===== config.mk =====
export PLATFORM = sky130hd
export DESIGN_NAME = alu_cmd_sequencer
export DESIGN_NICKNAME = d
export VERILOG_FILES = /design/src/rtl/alu_seq_pkg.sv /design/src/rtl/alu_cmd_sequencer.sv
export SDC_FILE = /design/constraint.sdc
export NUM_CORES = 1
export LEC_CHECK = 0
export CAP_MARGIN = 20
export CORE_MARGIN = 8
export CORE_UTILIZATION = 35
export CTS_CLUSTER_DIAMETER = 200
export DETAILED_ROUTE_END_ITERATION = 8
export GPL_ROUTABILITY_DRIVEN = 0
export HOLD_SLACK_MARGIN = 0.06
export PLACE_DENSITY_LB_ADDON = 0.08
export SLEW_MARGIN = 20
export SYNTH_ARGS = -nofsm -noshare
export SYNTH_HDL_FRONTEND = slang
export SYNTH_SLANG_ARGS = --single-unit

===== constraint.sdc =====
create_clock -name clk -period 1.7 [get_ports clk]
set_input_delay 0.17 -clock clk [delete_from_list [all_inputs] [get_ports clk]]
set_output_delay 0.17 -clock clk [all_outputs]
set_load 0.1 [all_outputs]

===== src/rtl/alu_seq_pkg.sv =====
`default_nettype none
// ============================================================================
//  Package    : alu_seq_pkg
//  Description: Shared types and register map for the ALU command sequencer.
//  Revision   : 1.0 - initial release
// ============================================================================
package alu_seq_pkg;

   typedef enum logic [2:0] {
      OP_ZERO = 3'd0,
      OP_ADD  = 3'd1,
      OP_SUB  = 3'd2,
      OP_MUL  = 3'd3,
      OP_DIV  = 3'd4
   } op_e;

   localparam int ADDR_A    = 0;
   localparam int ADDR_B    = 1;
   localparam int ADDR_OP   = 2;
   localparam int ADDR_EXEC = 3;

   localparam logic [15:0] DIV_ZERO_CODE = 16'hDEAD;

   typedef enum logic [2:0] {
      S_IDLE     = 3'd0,
      S_CLR_EXEC = 3'd1,
      S_WR_A     = 3'd2,
      S_WR_B     = 3'd3,
      S_WR_OP    = 3'd4,
      S_SET_EXEC = 3'd5,
      S_SETTLE   = 3'd6,
      S_RESP     = 3'd7
   } state_e;

   function automatic logic is_legal_op(input logic [2:0] op);
      return (op <= OP_DIV);
   endfunction

endpackage : alu_seq_pkg
`default_nettype wire


===== src/rtl/alu_cmd_sequencer.sv =====
`default_nettype none
// ============================================================================
//  Module     : alu_cmd_sequencer
//  Description: Programs the memory-mapped ALU one command at a time and
//               returns its result over a valid/ready response channel.
//  Revision   : 1.0 - initial release
// ============================================================================
module alu_cmd_sequencer
   import alu_seq_pkg::*;
#(
   parameter int ADDR_WIDTH    = 2,
   parameter int DATA_WIDTH    = 8,
   parameter int RES_WIDTH     = 16,
   parameter int SETTLE_CYCLES = 2
) (
   input  logic                  clk,
   input  logic                  rst,
   input  logic                  cmd_valid,
   output logic                  cmd_ready,
   input  logic [DATA_WIDTH-1:0] cmd_a,
   input  logic [DATA_WIDTH-1:0] cmd_b,
   input  logic [2:0]            cmd_op,
   output logic                  rsp_valid,
   input  logic                  rsp_ready,
   output logic [RES_WIDTH-1:0]  rsp_result,
   output logic                  rsp_div_zero,
   output logic                  rsp_illegal,
   output logic                  mem_enable,
   output logic                  mem_rd_wr,
   output logic [ADDR_WIDTH-1:0] mem_addr,
   output logic [DATA_WIDTH-1:0] mem_wr_data,
   input  logic [RES_WIDTH-1:0]  mem_res_out,
   output logic                  busy
);

   localparam int CNT_W = $clog2(SETTLE_CYCLES + 1);
   localparam logic [CNT_W-1:0] CNT_LAST = CNT_W'(SETTLE_CYCLES - 1);

   state_e                state_q,  state_d;
   logic [CNT_W-1:0]      cnt_q,    cnt_d;
   logic [DATA_WIDTH-1:0] a_q,      a_d;
   logic [DATA_WIDTH-1:0] b_q,      b_d;
   logic [2:0]            op_q,     op_d;
   logic [RES_WIDTH-1:0]  result_q, result_d;
   logic                  dz_q,     dz_d;
   logic                  il_q,     il_d;

   always_ff @(posedge clk) begin
      if (rst) begin
         state_q  <= S_IDLE;
         cnt_q    <= '0;
         a_q      <= '0;
         b_q      <= '0;
         op_q     <= '0;
         result_q <= '0;
         dz_q     <= 1'b0;
         il_q     <= 1'b0;
      end else begin
         state_q  <= state_d;
         cnt_q    <= cnt_d;
         a_q      <= a_d;
         b_q      <= b_d;
         op_q     <= op_d;
         result_q <= result_d;
         dz_q     <= dz_d;
         il_q     <= il_d;
      end
   end

   always_comb begin
      state_d     = state_q;
      cnt_d       = cnt_q;
      a_d         = a_q;
      b_d         = b_q;
      op_d        = op_q;
      result_d    = result_q;
      dz_d        = dz_q;
      il_d        = il_q;
      mem_enable  = 1'b0;
      mem_addr    = '0;
      mem_wr_data = '0;

      case (state_q)
         S_IDLE: begin
            if (cmd_valid) begin
               a_d      = cmd_a;
               b_d      = cmd_b;
               op_d     = cmd_op;
               result_d = '0;
               dz_d     = (cmd_op == OP_DIV) && (cmd_b == '0);
               il_d     = !is_legal_op(cmd_op);
               // Illegal opcodes never touch the ALU registers.
               state_d  = is_legal_op(cmd_op) ? S_CLR_EXEC : S_RESP;
            end
         end
         S_CLR_EXEC: begin
            mem_enable  = 1'b1;
            mem_addr    = ADDR_WIDTH'(ADDR_EXEC);
            mem_wr_data = '0;
            state_d     = S_WR_A;
         end
         S_WR_A: begin
            mem_enable  = 1'b1;
            mem_addr    = ADDR_WIDTH'(ADDR_A);
            mem_wr_data = a_q;
            state_d     = S_WR_B;
         end
         S_WR_B: begin
            mem_enable  = 1'b1;
            mem_addr    = ADDR_WIDTH'(ADDR_B);
            mem_wr_data = b_q;
            state_d     = S_WR_OP;
         end
         S_WR_OP: begin
            mem_enable  = 1'b1;
            mem_addr    = ADDR_WIDTH'(ADDR_OP);
            mem_wr_data = DATA_WIDTH'(op_q);
            state_d     = S_SET_EXEC;
         end
         S_SET_EXEC: begin
            mem_enable  = 1'b1;
            mem_addr    = ADDR_WIDTH'(ADDR_EXEC);
            mem_wr_data = DATA_WIDTH'(1);
            cnt_d       = '0;
            state_d     = S_SETTLE;
         end
         S_SETTLE: begin
            if (cnt_q == CNT_LAST) begin
               result_d = mem_res_out;
               state_d  = S_RESP;
            end else begin
               cnt_d = cnt_q + CNT_W'(1);
            end
         end
         S_RESP: begin
            if (rsp_ready) begin
               state_d = S_IDLE;
            end
         end
         default: state_d = S_IDLE;
      endcase
   end

   // Ready is gated by rst so it reads low throughout the reset window.
   assign cmd_ready    = (state_q == S_IDLE) && !rst;
   assign rsp_valid    = (state_q == S_RESP);
   assign rsp_result   = result_q;
   assign rsp_div_zero = dz_q;
   assign rsp_illegal  = il_q;
   assign mem_rd_wr    = 1'b0;
   assign busy         = (state_q != S_IDLE);

endmodule : alu_cmd_sequencer
`default_nettype wire

# After elaboration in Yosys (flattened, before gate mapping)
# Cells that the tools add are included.
dict set report word_totals {
  register_bits 42
  input_bits 39
  out_inout_bits 33
  wordCells 51
}
dict set report classes {
  n_mux 13
  n_lt_le_gt_ge 1
  add_sub_neg 1
  n_reduce_logical 15
  n_eq_ne 13
}
# op count
set op_table {}
lappend op_table {{two-way mux 16 bit} 2}
lappend op_table {{case mux 16 bit (2 select lines)} 1}
lappend op_table {{case mux 8 bit (4 select lines)} 1}
lappend op_table {{case mux 3 bit (8 select lines)} 1}
lappend op_table {{== test 3 bit, second input constant} 5}
lappend op_table {{two-way mux 3 bit} 4}
lappend op_table {{logical NOT 8 bit} 1}
lappend op_table {{== test 3 x 2 -> 1 bit, second input constant} 2}
lappend op_table {{!= test 2 bit, second input constant} 3}
lappend op_table {{case mux 2 bit (3 select lines)} 1}
lappend op_table {{AND reduction 3 bit} 2}
lappend op_table {{OR reduction 5 bit} 1}
lappend op_table {{case mux 2 bit (2 select lines)} 1}
lappend op_table {{AND reduction 2 bit} 2}
lappend op_table {{nonzero test 2 bit} 2}
lappend op_table {{== test 3 x 1 -> 1 bit, second input constant} 1}
lappend op_table {{less-or-equal comparator 3 bit, second input constant} 1}
lappend op_table {{logical NOT 3 bit} 1}
lappend op_table {{nonzero test 3 bit} 1}
lappend op_table {{adder 2 x 1 -> 2 bit, second input constant} 1}
lappend op_table {{== test 2 x 1 -> 1 bit, second input constant} 1}
lappend op_table {{logical AND 1 bit} 2}
lappend op_table {{logical NOT 1 bit} 2}
lappend op_table {{two-way mux 2 bit} 1}
lappend op_table {{other kinds (3)} 3}

# Depth between registers and ports, before layout
dict set report depth {
  depth_word 4
  ltp_mapped 7
  depth_no_buf 5
}

# Least setup slack after synthesis
# No wires, ideal clock.
dict set report synth_timing {
  path_kind {register -> output}
  from {reg state_q[2]}
  to {out mem_wr_data[1]}
  path_stages_with_launch 5
  t_arrival_ns 2.930
  path_slack_ns -1.400
  n_path_buf 2
  required_ns 1.530
  cell_sequence {dfxtp_1 buf_2 or2b_1 clkbuf_1 o21ai_0}
}
dict set report synth_via {
  elab_chain_len 2
  elab_cells_between_ends 5
  classes_between {eq/ne (4); mux (1)}
}
# element line_no
set synth_rtl {}
lappend synth_rtl {{start, declared} alu_cmd_sequencer.sv:39} ;# state_e state_q, state_d;
lappend synth_rtl {{start signal, assigned} alu_cmd_sequencer.sv:59} ;# state_q <= state_d;
lappend synth_rtl {{== test 3 bit or == test 3 x 2 -> 1 bit (tied branches)} alu_cmd_sequencer.sv:83} ;# case (state_q)
lappend synth_rtl {{case mux 8 bit (4 select lines) (*)} alu_cmd_sequencer.sv:83}
lappend synth_rtl {{end, declared} alu_cmd_sequencer.sv:31} ;# output logic [DATA_WIDTH-1:0] mem_wr_data,
# Every way passes the cells marked *; elsewhere a longest branch is shown, timed or not.

# Worst setup path after layout
dict set report layout_timing {
  from {reg state_q[1]}
  to {out busy}
}
dict set report layout_via {
  elab_chain_len 1
}
# element line_no
set layout_rtl {}
lappend layout_rtl {{nonzero test 3 bit} alu_cmd_sequencer.sv:151} ;# assign busy = (state_q != S_IDLE);
lappend layout_rtl {{end, declared} alu_cmd_sequencer.sv:33} ;# output logic busy
# No other way between the ends.

==> impl_metrics.env <==
export IMPL_vias_per_cell=4.77
export IMPL_ff2ff_setup_slack_ns=0.21
export IMPL_path_buf_inv=4
export IMPL_synth_distinct_cells=39
export IMPL_ctsHtreeMaxLevel=2
export IMPL_firstDrtPassIters=4
export IMPL_start_kind="flop"
export IMPL_period_minus_slack_ns=1.67
export IMPL_vias=1854
export IMPL_cpLargestDelayFamily="buffers and inverters"
export IMPL_path_cells="buf_6, nor3_4, clkinvlp_4, buf_4, buf_12"
export IMPL_dp_cells=377
export IMPL_ant_nets=0
export IMPL_required_ns=1.53
export IMPL_drt_initial_drc_count=99
export IMPL_hold_end="rsp_result[6]"
export IMPL_cts_root_buf="clkbuf_8"
export IMPL_synthArstFlopShare=0
export IMPL_antenna_found_initial=0
export IMPL_cellPowerDensity_nw_per_um2=1490
export IMPL_synthTopCellsByArea="dfxtp_1 (42%), mux2i_1 (13%), nand2_1 (11%), nand2b_1 (6.5%), a21oi_1 (6.0%)"
export IMPL_numPortBuffers=70
export IMPL_fill_cells=524
export IMPL_postPlaceCellArea_um2=3030
export IMPL_coreArea_um2=5540
export IMPL_finalNetCount=356
export IMPL_worstReg2RegEnd="rsp_result[11]"
export IMPL_fin_worst_skew_ns=0.00385
export IMPL_r2r_cells=5
export IMPL_ys_flop_type="dfxtp_1"
export IMPL_total_power_mw=4.73
export IMPL_worstHoldStart="mem_res_out[6]"
export IMPL_p_leak_nw=1.25
export IMPL_grt_pass1_vias=1926
export IMPL_antennaDiodeCount=0
export IMPL_syn_to_final_growth_pct=58.0
export IMPL_synth_seq_cells=42
export IMPL_grt_usage=0.129
export IMPL_slowest_stage="dfxtp_4"
export IMPL_drive_gt1_frac=0.252
export IMPL_final_area_um2=3170
export IMPL_cts_tree="built"
export IMPL_grt_util_met2=0.211
export IMPL_vdd_drop_max_mv=1.25
export IMPL_busiest_layer="met2"
export IMPL_netlist_area_um2=2010
export IMPL_start_util=0.362
export IMPL_met1_usage=0.155
export IMPL_fmax_mhz=599
export IMPL_drcViolationCount=0
export IMPL_gr_total_overflow=0
export IMPL_critPathCaptureType="output port"
export IMPL_yosysWarningCount=0
export IMPL_drt_wirelength_per_cell_um=13.9
export IMPL_finalHoldViolations=0
export IMPL_fp_dieH_um=91.7
export IMPL_synth_edf_count=0
export IMPL_period_share=0.982
export IMPL_final_common_cell="nand2_1"
export IMPL_dp_slack_ns=-0.0458
export IMPL_clock_latency_ns=0.29
export IMPL_hold_depth=3
export IMPL_numCtsBuffers=5
export IMPL_yosys_area_top_type_share=0.419
export IMPL_r2r_start="state_q[1]"
export IMPL_crit_type="flop to output port"
export IMPL_slew_violations=0
export IMPL_ios=72
export IMPL_rows=27
export IMPL_synth_top_cell_by_area="dfxtp_1"
export IMPL_final_core_utilization=0.572
export IMPL_max_stage_delay_ns=0.37
export IMPL_mostFrequentLayoutCells="nand2_1 (57), dfxtp_1 (40), clkdlybuf4s50_1 (38), buf_4 (32), mux2i_1 (26)"
export IMPL_drv_cap=0
export IMPL_fin_ws_ns=0.0314
export IMPL_ctsHoldBuffers=0
export IMPL_rsz0062_at_grt="true"
export IMPL_syn_num_nets=281
export IMPL_use_met3=0.0359
export IMPL_hold_path_class="input pin to flop"
export IMPL_fin_hold_ws_ns=0.426
export IMPL_crit_fanout=7
export IMPL_grt_pass1_wl_mm=8.99
export IMPL_postSynthCellCount=241
export IMPL_status="complete, no violations"
export IMPL_arrival_ns=1.50
export IMPL_clockBufferDepth=2
export IMPL_syn_avg_cell_area_um2=8.33
export IMPL_ys_seq_area_frac=0.419
export IMPL_final_cells=389
export IMPL_finalSetupTns_ns=0
export IMPL_drt_wl_total_mm=5.39
export IMPL_final_seq_area_um2=848
export IMPL_grt_max_degree=35
export IMPL_clk_pin_slew_ns=0.08
export IMPL_die_area_um2=8410
export IMPL_clock_sinks=42
export IMPL_die_w_um=91.7
export IMPL_multi_input_area_um2=1140
export IMPL_hpwl_mm=3.97
export IMPL_finalSetupViolations=0
==> flip-flops by register name, summed over array words and instances (netlist names) <==
signal        flops
rsp_result       16
rsp_div_zero      1
b_q               8
state_q           3
cnt_q             2
a_q               8
op_q              3
rsp_illegal       1
==> cell usage after synthesis (2+ instances only) <==
| master | instances |
|---|---|
| a21oi_1 | 24 |
| inv_1 | 2 |
| clkbuf_1 | 10 |
| nor2_1 | 10 |
| nand2_1 | 57 |
| nor4_1 | 2 |
| buf_4 | 2 |
| nor3_1 | 2 |
| nand3_1 | 4 |
| nor2b_1 | 2 |
| nor4b_1 | 2 |
| buf_6 | 2 |
| buf_2 | 6 |
| o21ai_0 | 5 |
| dfxtp_1 | 42 |
| mux2i_1 | 26 |
| nand2b_1 | 21 |
==> logic make-up after synthesis <==
group / Yosys count / synth area share
fa+ha+maj: 1 / 0.00623
xor+xnor: 1 / 0.00436
buf+inv: 23 / 0.0661
other cells: 1 / 0.00187
flops: 42 / 0.419
mux: 27 / 0.135
simple gates: 108 / 0.259
compound gates: 38 / 0.108
==> power breakdown <==
group / internal [mW] / leakage (nW) / switching (mW) / total, mW
combinational: 1.14 / 0.864 / 1.69 / 2.84
sequential: 1.13 / 0.343 / 0.104 / 1.23
clock: 0.328 / 0.0482 / 0.331 / 0.659
total: 2.60 / 1.25 / 2.13 / 4.73
==> layer usage <==
metal	routed length, µm	part of all wire	vias to the layer above
li1	-	-	953
met1	2430	0.45	848
met3	267	0.050	9
met5	0	0	-
met2	2600	0.48	44
met4	99	0.018	0
==> cell type report <==
class	count	share of cell area
Timing Repair Buffer	89	0.313
Tap cell	72	0.0284
Sequential cell	42	0.268
Clock buffer	7	0.0272
Multi-Input combinational cell	176	0.359
Inverter	2	0.00355
Clock inverter	1	0.00158
==> worst max-delay path by stage <==
stage                     from        endpoint  slack [ns]  cells past startpoint
floorplan           state_q[0]       cmd_ready       -0.32                      4
global placement     cmd_valid   rsp_result[6]       -0.01                      5
detailed placement   cmd_valid  rsp_result[11]       -0.05                      5
CTS                 state_q[2]       cmd_ready        0.02                      5
global route        state_q[1]            busy       -0.03                      5
finish              state_q[1]            busy        0.03                      5
==> worst min-delay path, delay by kind of cell <==
family | cells | cell delay [ns]
buffers and inverters | 1 | 0.39
and+or+nand+nor | 1 | 0.05
muxes | 1 | 0.05
==> repair_timing <==
item,4_1_cts,5_1_grt
cloned,0,0
endpoints found under the setup margin,10,2
buffers inserted,3,1
gates resized for setup,5,2
pin swaps,1,2
Note: power is estimated with default switching activity, not from simulation.
